<file path="src/rtl/dds_multi_ctrl_if.sv">
// dds_multi_ctrl_if: command handshake between the control FSM and the DDS controller
interface dds_multi_ctrl_if #(
  parameter int NUM_CH = 2,
  parameter int FREQ_W = 24
);
  localparam int CW = NUM_CH > 1 ? $clog2(NUM_CH) : 1;
  logic              cmd_valid;
  logic              cmd_ready;
  logic [1:0]        cmd_op;
  logic [CW-1:0]     cmd_ch;
  logic [FREQ_W-1:0] cmd_freq;
  logic [11:0]       cmd_phase;
  logic [1:0]        cmd_wave;
  logic              cmd_done;
  logic              cmd_err;
  modport master (
    output cmd_valid, cmd_op, cmd_ch, cmd_freq, cmd_phase, cmd_wave,
    input  cmd_ready, cmd_done, cmd_err
  );
  modport slave (
    input  cmd_valid, cmd_op, cmd_ch, cmd_freq, cmd_phase, cmd_wave,
    output cmd_ready, cmd_done, cmd_err
  );
endinterface

</file>
<file path="src/rtl/dds_multi_ctrl.sv">
// dds_multi_ctrl: multi-channel AD9833-class DDS controller with built-in SPI word shifter
module dds_multi_ctrl #(
  parameter int NUM_CH    = 2,
  parameter int FREQ_W    = 24,
  parameter int FTW_MULT  = 703687,
  parameter int FTW_SHIFT = 16,
  parameter int SCLK_HALF = 2,
  parameter int FSYNC_GAP = 4
) (
  input  logic              clk,
  input  logic              rst_l,
  dds_multi_ctrl_if.slave   bus,
  output logic              sg_sclk,
  output logic              sg_sdata,
  output logic [NUM_CH-1:0] sg_fsync,
  output logic [2:0]        sg_state
);
  localparam int CW   = NUM_CH > 1 ? $clog2(NUM_CH) : 1;
  localparam int PW   = FREQ_W + 20;
  localparam int DMAX = SCLK_HALF > FSYNC_GAP ? SCLK_HALF : FSYNC_GAP;
  localparam int DW   = $clog2(DMAX + 1);
  localparam logic [1:0] OP_INIT = 2'd0, OP_SET = 2'd1, OP_EN = 2'd2;

  typedef enum logic [2:0] {S_IDLE, S_LOAD, S_SHIFT, S_GAP, S_DONE} state_t;

  state_t            r_state;
  logic [1:0]        r_op;
  logic [CW-1:0]     r_ch;
  logic [FREQ_W-1:0] r_freq;
  logic [11:0]       r_phase;
  logic [1:0]        r_idx;
  logic [27:0]       r_ftw;
  logic [15:0]       r_sh;
  logic [DW-1:0]     r_div;
  logic [4:0]        r_half;
  logic [1:0]        r_wave [NUM_CH];
  logic              r_ready, r_done, r_err, r_sclk, r_sdata;
  logic [NUM_CH-1:0] r_fsync;

  logic [PW-1:0] w_prod, w_sh;
  logic [27:0]   w_ftw;
  logic [15:0]   w_m, w_word;
  logic          w_acc, w_bad, w_last;

  function automatic logic [15:0] f_mode(input logic [1:0] w);
    return w == 2'd1 ? 16'h0002 : w == 2'd2 ? 16'h0028 : w == 2'd3 ? 16'h0020 : 16'h0000;
  endfunction

  // tuning word from the latched frequency, saturated to 28 bits
  always_comb begin
    w_prod = PW'(r_freq) * PW'(FTW_MULT);
    w_sh   = w_prod >> FTW_SHIFT;
    w_ftw  = w_sh > PW'(28'hFFFFFFF) ? 28'hFFFFFFF : w_sh[27:0];
  end

  // next 16-bit word for the current opcode and word index
  always_comb begin
    w_m    = f_mode(r_wave[r_ch]);
    w_word = r_op == OP_INIT ? 16'h2100 :
             r_op == OP_EN   ? 16'h2000 | w_m :
             r_op != OP_SET  ? 16'h2100 | w_m :
             r_idx == 2'd0   ? 16'h2100 | w_m :
             r_idx == 2'd1   ? {2'b01, r_ftw[13:0]} :
             r_idx == 2'd2   ? {2'b01, r_ftw[27:14]} : {4'hC, r_phase};
    w_last = r_op != OP_SET || r_idx == 2'd3;
    w_acc  = bus.cmd_valid && r_ready;
    w_bad  = 32'(bus.cmd_ch) >= NUM_CH;
  end

  // sequencing FSM; all pin and handshake outputs are registered here
  always_ff @(posedge clk or negedge rst_l)
    if (!rst_l) begin
      r_state <= S_IDLE;
      r_op    <= 2'd0;
      r_ch    <= '0;
      r_freq  <= '0;
      r_phase <= '0;
      r_idx   <= 2'd0;
      r_ftw   <= '0;
      r_sh    <= '0;
      r_div   <= '0;
      r_half  <= '0;
      r_wave  <= '{default: 2'd0};
      r_ready <= 1'b0;
      r_done  <= 1'b0;
      r_err   <= 1'b0;
      r_sclk  <= 1'b1;
      r_sdata <= 1'b0;
      r_fsync <= '1;
    end else begin
      r_done <= 1'b0;
      r_err  <= 1'b0;
      case (r_state)
        S_IDLE, S_DONE: begin
          r_ready <= 1'b1;
          r_state <= S_IDLE;
          if (w_acc && w_bad) r_err <= 1'b1;
          else if (w_acc) begin
            r_ready <= 1'b0;
            r_state <= S_LOAD;
            r_op    <= bus.cmd_op;
            r_ch    <= bus.cmd_ch;
            r_freq  <= bus.cmd_freq;
            r_phase <= bus.cmd_phase;
            r_idx   <= 2'd0;
            if (bus.cmd_op == OP_INIT) r_wave[bus.cmd_ch] <= 2'd0;
            else if (bus.cmd_op == OP_SET) r_wave[bus.cmd_ch] <= bus.cmd_wave;
          end
        end
        S_LOAD: begin
          if (r_idx == 2'd0) r_ftw <= w_ftw;
          r_sh    <= {w_word[14:0], 1'b0};
          r_sdata <= w_word[15];
          r_sclk  <= 1'b1;
          r_fsync <= ~(NUM_CH'(1) << r_ch);
          r_div   <= '0;
          r_half  <= '0;
          r_state <= S_SHIFT;
        end
        S_SHIFT:
          if (r_div == DW'(SCLK_HALF - 1)) begin
            r_div  <= '0;
            r_half <= r_half + 5'd1;
            if (!r_half[0]) r_sclk <= 1'b0;
            else begin
              r_sclk <= 1'b1;
              if (r_half == 5'd31) begin
                r_fsync <= '1;
                r_sdata <= 1'b0;
                r_state <= S_GAP;
              end else begin
                r_sdata <= r_sh[15];
                r_sh    <= {r_sh[14:0], 1'b0};
              end
            end
          end else r_div <= r_div + DW'(1);
        S_GAP:
          if (r_div == DW'(FSYNC_GAP - 1)) begin
            r_div <= '0;
            r_idx <= r_idx + 2'd1;
            if (w_last) begin
              r_state <= S_DONE;
              r_done  <= 1'b1;
              r_ready <= 1'b1;
            end else r_state <= S_LOAD;
          end else r_div <= r_div + DW'(1);
        default: r_state <= S_IDLE;
      endcase
    end

  assign bus.cmd_ready = r_ready;
  assign bus.cmd_done  = r_done;
  assign bus.cmd_err   = r_err;
  assign sg_sclk       = r_sclk;
  assign sg_sdata      = r_sdata;
  assign sg_fsync      = r_fsync;
  assign sg_state      = r_state;
endmodule

</file>
<file path="src/flat_wrapper.sv">
// flat-port wrapper written by rule: the top's interface ports become plain ports
module dds_multi_ctrl_flat 
#(
  parameter int NUM_CH    = 2,
  parameter int FREQ_W    = 24,
  parameter int FTW_MULT  = 703687,
  parameter int FTW_SHIFT = 16,
  parameter int SCLK_HALF = 2,
  parameter int FSYNC_GAP = 4
)
  (clk, rst_l, sg_sclk, sg_sdata, sg_fsync, sg_state, bus_cmd_valid, bus_cmd_op, bus_cmd_ch, bus_cmd_freq, bus_cmd_phase, bus_cmd_wave, bus_cmd_ready, bus_cmd_done, bus_cmd_err);
  dds_multi_ctrl_if #(.NUM_CH(NUM_CH), .FREQ_W(FREQ_W)) bus_i ();
  input  logic clk;
  input  logic rst_l;
  output logic sg_sclk;
  output logic sg_sdata;
  output logic [NUM_CH-1:0] sg_fsync;
  output logic [2:0] sg_state;
  input wire logic [$bits(bus_i.cmd_valid)-1:0] bus_cmd_valid;
  input wire logic [$bits(bus_i.cmd_op)-1:0] bus_cmd_op;
  input wire logic [$bits(bus_i.cmd_ch)-1:0] bus_cmd_ch;
  input wire logic [$bits(bus_i.cmd_freq)-1:0] bus_cmd_freq;
  input wire logic [$bits(bus_i.cmd_phase)-1:0] bus_cmd_phase;
  input wire logic [$bits(bus_i.cmd_wave)-1:0] bus_cmd_wave;
  output wire logic [$bits(bus_i.cmd_ready)-1:0] bus_cmd_ready;
  output wire logic [$bits(bus_i.cmd_done)-1:0] bus_cmd_done;
  output wire logic [$bits(bus_i.cmd_err)-1:0] bus_cmd_err;
  assign bus_i.cmd_valid = bus_cmd_valid;
  assign bus_i.cmd_op = bus_cmd_op;
  assign bus_i.cmd_ch = bus_cmd_ch;
  assign bus_i.cmd_freq = bus_cmd_freq;
  assign bus_i.cmd_phase = bus_cmd_phase;
  assign bus_i.cmd_wave = bus_cmd_wave;
  assign bus_cmd_ready = bus_i.cmd_ready;
  assign bus_cmd_done = bus_i.cmd_done;
  assign bus_cmd_err = bus_i.cmd_err;
  dds_multi_ctrl #(.NUM_CH(NUM_CH), .FREQ_W(FREQ_W), .FTW_MULT(FTW_MULT), .FTW_SHIFT(FTW_SHIFT), .SCLK_HALF(SCLK_HALF), .FSYNC_GAP(FSYNC_GAP)) u_core (.clk(clk), .rst_l(rst_l), .bus(bus_i), .sg_sclk(sg_sclk), .sg_sdata(sg_sdata), .sg_fsync(sg_fsync), .sg_state(sg_state));
endmodule
</file>
<file path="config.mk">
export PLATFORM = sky130hd
export DESIGN_NAME = dds_multi_ctrl_flat
export DESIGN_NICKNAME = d
export VERILOG_FILES = /design/src/rtl/dds_multi_ctrl_if.sv /design/src/rtl/dds_multi_ctrl.sv /design/src/flat_wrapper.sv
export SDC_FILE = /design/constraint.sdc
export NUM_CORES = 1
export LEC_CHECK = 0
export CAP_MARGIN = 20
export CORE_ASPECT_RATIO = 1.75
export CORE_MARGIN = 1.5
export CORE_UTILIZATION = 34
export DETAILED_ROUTE_END_ITERATION = 8
export SLEW_MARGIN = 10
export SYNTH_ARGS = -nofsm -noshare
export SYNTH_HDL_FRONTEND = slang
export SYNTH_SLANG_ARGS = --single-unit
</file>
<file path="constraint.sdc">
create_clock -name clk -period 8.2 [get_ports clk]
set_input_delay 0.82 -clock clk [delete_from_list [all_inputs] [get_ports clk]]
set_output_delay 0.82 -clock clk [all_outputs]
set_load 0.02 [all_outputs]
</file>
==> results of run 1 <==
placed cells by master, fill, tap and decap left out, types with 8 or more instances in the layout:
master / n
a22oi_1: 10
xor2_1: 8
mux2_2: 11
mux2i_1: 14
nor2_1: 47
dfrtp_1: 102
fa_1: 201
nand3_1: 9
nand4_1: 14
a21oi_1: 65
inv_1: 314
ha_1: 250
o21ai_0: 85
buf_4: 8
clkbuf_16: 9
nand2_1: 140
xnor2_1: 21
a21o_1: 20
nor3_1: 13
clkdlybuf4s50_1: 51
worst paths after layout:
path	slack, ns	startpoint	cells past startpoint	to
max	1.50	u_core.r_freq[7]	23	u_core.r_ftw[24]
min	0.42	rst_l	1	u_core.r_freq[13]
max reg2reg	1.50	u_core.r_freq[7]	23	u_core.r_ftw[24]
min reg2reg	0.49	u_core.r_ftw[16]	2	u_core.r_ftw[16]
max in group asynchronous	6.46	rst_l	2	u_core.bus.cmd_done
min in group clk	0.49	u_core.r_ftw[16]	2	u_core.r_ftw[16]
state kept, by name, indices dropped and copies added, names as in the netlist:
register              count
u_core.r_div              3
u_core.r_ch               1
u_core.r_ftw             28
u_core.bus.cmd_done       1
u_core.sg_fsync           2
u_core.r_sh              15
u_core.r_idx              2
u_core.r_half             5
u_core.r_wave             4
u_core.r_op               2
u_core.bus.cmd_ready      1
u_core.sg_state           3
u_core.sg_sclk            1
u_core.r_phase           12
u_core.r_freq            24
u_core.sg_sdata           1
layer usage:
metal	global-route usage	routed length, um	vias up
li1	-	-	4705
met3	0.0155	745	56
met4	0.0735	1420	0
met1	0.172	12400	4891
met2	0.337	19800	141
met5	0	0	-
worst reg2reg max path, cell delays in order (launching register included):
cell and delay, ns:
dfrtp_1 0.66, inv_1 0.22, fa_1 0.53, inv_1 0.05, ha_1 0.26, inv_1 0.05, fa_1 0.47, inv_1 0.06
fa_1 0.51, fa_1 0.52, fa_1 0.55, inv_1 0.05, fa_1 0.50, inv_1 0.04, ha_1 0.40, a21o_1 0.23
a21o_1 0.18, a21oi_1 0.22, o22a_1 0.22, o31ai_4 0.10, o221ai_2 0.32, nor3_2 0.08, o21a_1 0.19, o31ai_2 0.20
through the flow:
step / total power, mW / util / std cells / area (um2) / worst slack, ns
3_5_place_dp: 0.562 / 0.372 / 2017 / 15300 / 1.49
5_1_grt: 1.06 / 0.379 / 2033 / 15600 / 1.14
2_1_floorplan: 0.529 / - / 1445 / 14200 / 1.99
3_3_place_gp: 0.562 / 0.371 / 2016 / 15300 / 1.59
4_1_cts: 1.05 / 0.379 / 2033 / 15600 / 1.47
6_report: 1.03 / 0.379 / 2033 / 15600 / 1.50
power groups by stage:
stage	Clock, mW	Combinational [mW]	Sequential, mW
2_1_floorplan	0	0.00142	0.528
3_3_place_gp	0	0.0343	0.528
3_5_place_dp	0	0.0345	0.528
4_1_cts	0.496	0.0347	0.517
5_1_grt	0.506	0.0374	0.517
6_report	0.478	0.0333	0.517
logic make-up after synthesis:
kind of cell | synth area share
flops | 0.185
simple gates | 0.0790
xor+xnor | 0.0179
fa+ha+maj | 0.504
other cells | 0.000264
buf+inv | 0.0968
compound gates | 0.0986
mux | 0.0186
synth_stat cells (3+ instances only):
cell,number
a21oi_1,65
o21a_1,5
o21bai_1,6
dfrtp_1,102
and3_1,6
nand2_1,140
fa_1,201
nor3_1,13
inv_1,314
mux2_2,11
ha_1,250
o21ai_1,5
a31oi_1,3
xnor2_1,21
mux2i_1,14
nand2b_1,3
nor2_1,47
clkbuf_1,26
a21o_1,20
and2_1,4
nand3_1,9
o21ai_0,85
a22oi_1,10
xor2_1,8
nand4_1,14
nor2b_1,4
dfstp_2,3
final cells by class:
class	instances	area, um2
fill	4062	25500
sequential	105	2630
timing repair buffer	59	571
tap	550	688
inverter	314	1180
multi-input combinational	989	10200
clock inverter	6	85.1
clock buffer	10	229
==> flow_summary.ini, run 1 <==
[floorplan]
row_count = 98
initial_utilization = 0.346
dieWidth_um = 157
dieArea_mm2 = 0.0431
core_mm2 = 0.0411
die_h_um = 273
io-pin-count = 54

[global_route]
track_usage = 0.168
grt_max_degree = 68
grt_pass1_vias = 10897
antenna_found_initial = 0
grt.overflow.total = 0
grt_pass1_wl_um = 55300

[logic_synthesis]
synth_edf_count = 0
synth_top_area_cell = fa_1
async_flop_share = 1.00
synth_cell_type_count = 70
synth.avg_cell_area_um2 = 9.83
synth_flop_cell = dfrtp_1
synth_area_mm2 = 0.0142
synth_fp_nets = 1940
yosysSeqAreaShare = 0.185
yosysTopAreaCellShare = 0.283
yosysWarnings = 0
postSynthCellCount = 1445
synthTopCellsByArea = fa_1 (28%), ha_1 (22%), dfrtp_1 (18%), inv_1 (8.3%), nand2_1 (3.7%)
ys_ff_latch = 105

[clock_network]
ctsHoldBuffers = 0
ctsResizeCount = 0
clkTransAtPathRegs_ns = 0.09
htreeDepth = 3
cts_made_buffers = 9
cts-root-buf = clkbuf_16
clk_path_buf_depth = 2
clock_latency_ns = 0.39
cts_setup_buffers = 0
cts_tree = built
cts_sinks = 105

[timing]
skew_ns = 0.0167
maxSlewHeadroom = 0.426
hold_violations = 0
setup_tns_ns = 0
slew_violations = 0
setup_violations = 0
rsz0062_at_grt = no
fin_crit_sh = 0.817
whs_ns = 0.422
timing.final.crit_period_ns = 6.70
fmax_mhz = 149
tightest_slew_ns = 0.862

[routing]
drc_errors = 0
drtAntennaViolNets = 0
via_per_inst = 4.82
wl_per_cell_um = 16.9
totalWireLength_um = 34400
drt_pass1_iterations = 5
vias = 9793
initialDrtViolationCount = 354

[power]
leakagePower_nw = 7.57
p_clk_frac = 0.465
irDropWorstVdd_mv = 0.129
p_int_mw = 0.781
swShare = 0.241
pwr-share-seq = 0.503
cellPowerDensity_mw_per_mm2 = 66.0
combPwrFrac = 0.032
p_switching_mw = 0.248

[critical_path]
crit_buf_inv = 6
start_kind = flip-flop
critPathMaxFanout = 11
cp_top_family = adder cells
crit_arrival_ns = 7.00
slowest_stage = dfrtp_1
max_stage_delay_ns = 0.66
crit_type = reg2reg
cp.required_ns = 8.49
worstPathCellList = inv_1 -> fa_1 -> inv_1 -> ha_1 -> inv_1 -> fa_1 -> inv_1 -> fa_1 -> fa_1 -> fa_1 -> inv_1 -> fa_1 -> inv_1 -> ha_1 -> a21o_1 -> a21o_1 -> a21oi_1 -> o22a_1 -> o31ai_4 -> o221ai_2 -> nor3_2 -> o21a_1 -> o31ai_2
end_kind = flip-flop

[placement]
gp_congestion = 0.895
hpwl_um = 29100
port-buffer-count = 52

[cells_and_area]
layout-drive-gt1-share = 0.0364
area_growth_syn_to_layout_pct = 9.70
fin_nets = 1973
n_antenna_cell = 0

[status]
status = finished, final reports clean

[run]
max-cap-violations = 0

[min_path]
hold_class = in2async
Note: power is estimated with default switching activity, not from simulation.
==> run 2, diff against run 1 <==
- clock period: 8.2 -> 5.66 ns (I/O delays scaled with it)
==> flow_summary.ini, run 2 (synthesis results as in run 1) <==
[status]
violations = negative setup slack
status = complete, but fails checks

[timing]
timing.final.crit_period_ns = 5.91
whs_ns = 0.230
hold_violations = 0
rsz0062_at_grt = yes
maxSlewHeadroom = 0.422
setup_violations = 19
fin_crit_sh = 1.04
slew_violations = 0
fmax_mhz = 169
setup_slack_ns = -0.251
tightest_slew_ns = 0.867
skew_ns = 0.0161

[critical_path]
r2r_slack_ns = -0.25
cp.required_ns = 5.91
crit_arrival_ns = 6.16
end_kind = flip-flop
crit_type = reg2reg
critPathMaxFanout = 7
start_kind = flip-flop

[cells_and_area]
final_area_mm2 = 0.0180
area_growth_syn_to_layout_pct = 26.6
regMostFlops = u_core.r_ftw
mostFrequentLayoutCells = inv_1 (293), ha_1 (213), fa_1 (193)
layout_commonest_cell = inv_1
largest_reg_flops = 28
final-seq-area_mm2 = 0.00265
layout-drive-gt1-share = 0.229
n_antenna_cell = 0
final_cells = 2219
multi_input_area_mm2 = 0.0111
nFillCells = 3913
reg_top3 = u_core.r_ftw: 28 flops, u_core.r_freq: 24 flops, u_core.r_sh: 15 flops
fin_nets = 2159

[floorplan]
io-pin-count = 54
dieArea_mm2 = 0.0431
core_mm2 = 0.0411
die_h_um = 273
initial_utilization = 0.346
dieWidth_um = 157
row_count = 98

[routing]
drtAntennaViolNets = 0
vias = 10701
drc_errors = 0
totalWireLength_um = 37600
wl_per_cell_um = 16.9
initialDrtViolationCount = 432
drt_pass1_iterations = 4
via_per_inst = 4.82

[placement]
dp_slack_ns = -0.447
place_inst = 2162
port-buffer-count = 52
hpwl_um = 31300
gp_congestion = 0.935
postPlaceCellArea_mm2 = 0.0164

[clock_network]
clock_latency_ns = 0.38
cts_made_buffers = 9
cts_tree = built
cts_sinks = 105
clkTransAtPathRegs_ns = 0.09
cts-root-buf = clkbuf_16
clk_path_buf_depth = 2
htreeDepth = 3

[global_route]
grt_pass1_vias = 11904
grt_pass1_wl_um = 60600
grt.overflow.total = 0
track_usage = 0.184
grt_max_degree = 56
antenna_found_initial = 0

[power]
cellPowerDensity_mw_per_mm2 = 84.1
leakagePower_nw = 8.56
irDropWorstVdd_mv = 0.232
power_mw = 1.51

[run]
max-cap-violations = 0

[min_path]
hold_class = in2async
## run 2: changes by cell type in the layout (fill, tap and decap cells not counted), moves of 12 or more
cell / delta
ha_4: +31
inv_2: +17
a21oi_2: +15
dfrtp_2: +14
buf_4: +168
dfrtp_1: -14
inv_1: -21
buf_6: +13
o21ai_0: -12
ha_1: -37
a21oi_1: -19
## run 2: per-stage QoR
stage / utilization / TNS, ns
finish: 0.438 / -2.76
global route: 0.438 / -6.86
CTS: 0.423 / -2.52
detailed placement: 0.400 / -6.10
global placement: 0.400 / -4.35
floorplan: - / -0.00883
## run 2: final cells by class
| type | count | area share |
|---|---|---|
| Clock buffer | 9 | 0.0125 |
| Clock inverter | 7 | 0.00598 |
| Inverter | 314 | 0.0661 |
| Multi-Input combinational cell | 989 | 0.615 |
| Sequential cell | 105 | 0.147 |
| Tap cell | 550 | 0.0383 |
| Timing Repair Buffer | 245 | 0.115 |
## run 2: timing repair
| item | 4_1_cts | 5_1_grt |
|---|---|---|
| gates resized for setup | 88 | 85 |
| pin swaps | 50 | 90 |
| endpoints found under the setup margin | 23 | 26 |
| cloned | 0 | 0 |
| buffers inserted | 16 | 26 |
| hold buffers | 0 | 0 |
## run 2: per-layer routing
layer / part of all wire / vias up / global-route usage
li1: - / 5073 / -
met1: 0.36 / 5353 / 0.193
met2: 0.58 / 187 / 0.365
met3: 0.018 / 88 / 0.0147
met4: 0.043 / 0 / 0.0765
met5: 0 / - / 0
## run 2: where the power goes
group	total [mW]	switching, mW	internal [mW]	leakage [nW]
Combinational	0.0483	0.0216	0.0267	7.18
Clock	0.714	0.353	0.361	0.160
Sequential	0.749	0	0.749	1.21
Total	1.51	0.375	1.14	8.56
## run 2: worst paths after layout
check,from,to,cells past startpoint
worst max-delay path,u_core.r_freq[7],u_core.r_ftw[15],20
worst max register to register,u_core.r_freq[7],u_core.r_ftw[15],20
min in group clk,u_core.r_ftw[19],u_core.r_ftw[19],2
worst min register to register,u_core.r_ftw[19],u_core.r_ftw[19],2
worst min-delay path,rst_l,u_core.r_freq[14],1
max in group asynchronous,rst_l,u_core.r_ch,2
## run 2: critical path, cell delays in order, from the launching register on
cell and delay [ns]:
dfrtp_2 0.47, buf_4 0.16, fa_1 0.45, ha_1 0.32, fa_1 0.48, fa_1 0.57
fa_1 0.44, fa_1 0.52, inv_1 0.06, fa_1 0.53, inv_2 0.06, ha_4 0.28
buf_6 0.13, nand4_1 0.21, nor4_2 0.26, a311oi_2 0.07, buf_4 0.18, and2b_2 0.23
o21bai_1 0.17, xnor2_1 0.13, o21ai_1 0.07
==> run 3, diff against run 2 <==
- SETUP_SLACK_MARGIN: not set -> 0.05
- SLEW_MARGIN: 10 -> not set
==> flow_summary.ini, run 3 (synthesis results as in run 1) <==
[routing]
drc_errors = 0
drtAntennaViolNets = 0
totalWireLength_um = 37400
initialDrtViolationCount = 425
drt_pass1_iterations = 4
via_per_inst = 4.77
vias = 10734
wl_per_cell_um = 16.6

[critical_path]
end_kind = flip-flop
cp_common_cell = fa_1
crit_buf_inv = 9
max_stage_delay_ns = 0.62
critPathMaxFanout = 4
crit_start = u_core.r_freq[6]
cp.required_ns = 5.91
cp_top_family = adder cells
crit_type = reg2reg
start_kind = flip-flop
r2r-start = u_core.r_freq[6]
crit_arrival_ns = 6.22
slowest_stage = fa_1

[min_path]
hold_class = in2async

[cells_and_area]
area_growth_syn_to_layout_pct = 26.7
multi_input_area_mm2 = 0.0109
utilization = 0.438
final-seq-area_mm2 = 0.00265
nFillCells = 3884
reg_top3 = u_core.r_ftw: 28 flops, u_core.r_freq: 24 flops, u_core.r_sh: 15 flops
n_antenna_cell = 0
layout-drive-gt1-share = 0.228
largest_reg_flops = 28
layout_commonest_cell = inv_1
mostFrequentLayoutCells = inv_1 (295), ha_1 (223), buf_4 (206)
regMostFlops = u_core.r_ftw
fin_nets = 2191

[status]
violations = negative setup slack
status = complete, but fails checks

[placement]
dp_slack_ns = -0.465
gp_congestion = 0.920
hpwl_um = 31100
port-buffer-count = 52

[timing]
slew_violations = 0
rsz0062_at_grt = yes
hold_violations = 0
maxSlewHeadroom = 0.363
tightest_slew_ns = 0.955
setup_tns_ns = -3.50
setup_slack_ns = -0.304
fin_crit_sh = 1.05
fmax_mhz = 168
skew_ns = 0.0160
whs_ns = 0.261
setup_violations = 21
timing.final.crit_period_ns = 5.96

[clock_network]
cts_tree = built
htreeDepth = 3
cts-root-buf = clkbuf_16
clk_path_buf_depth = 2
clkTransAtPathRegs_ns = 0.09
cts_sinks = 105
clock_latency_ns = 0.39
cts_made_buffers = 9

[power]
cellPowerDensity_mw_per_mm2 = 81.7
irDropWorstVdd_mv = 0.141
leakagePower_nw = 8.71
power_mw = 1.47

[global_route]
grt_pass1_wl_um = 60500
track_usage = 0.185
antenna_found_initial = 0
grt.overflow.total = 0
grt_pass1_vias = 11906
grt_max_degree = 56

[floorplan]
dieArea_mm2 = 0.0431
core_mm2 = 0.0411
die_h_um = 273
row_count = 98
io-pin-count = 54
initial_utilization = 0.346
dieWidth_um = 157

[run]
max-cap-violations = 0
## run 3: final cells by class
type | count | share of cell area
Sequential cell | 105 | 0.147
Clock inverter | 7 | 0.00466
Clock buffer | 9 | 0.0125
Multi-Input combinational cell | 989 | 0.603
Timing Repair Buffer | 277 | 0.128
Inverter | 314 | 0.0659
Tap cell | 550 | 0.0383
## run 3: path summary, 6_finish.rpt
check	end	slack, ns	cells past startpoint
min reg2reg	u_core.r_phase[9]	0.48	2
max in group asynchronous	u_core.r_ftw[7]	4.18	2
min in group clk	u_core.r_phase[9]	0.48	2
max	u_core.r_ftw[16]	-0.30	26
max reg2reg	u_core.r_ftw[16]	-0.30	26
min	u_core.r_freq[13]	0.26	1
## run 3: per-layer routing
metal	up-vias	global-route usage	routed length (um)
met1	5337	0.189	13500
met5	-	0	0
met3	97	0.0196	644
met2	163	0.355	21000
met4	0	0.108	2340
li1	5137	-	-
## run 3: repair_timing
action | CTS | global route
gates resized for setup | 92 | 46
hold buffers | 0 | 0
endpoints found under the setup margin | 22 | 25
pin swaps | 90 | 70
setup buffers | 47 | 17
## run 3: through the flow
stage / std cells / instance area, um2
floorplan: 1445 / 14300
global placement: 2173 / 16500
detailed placement: 2174 / 16500
CTS: 2235 / 17700
global route: 2251 / 18000
finish: 2251 / 18000
## run 3: where the power goes
group	internal (mW)	switching [mW]
combinational	0.0266	0.0216
sequential	0.749	0
clock	0.315	0.357
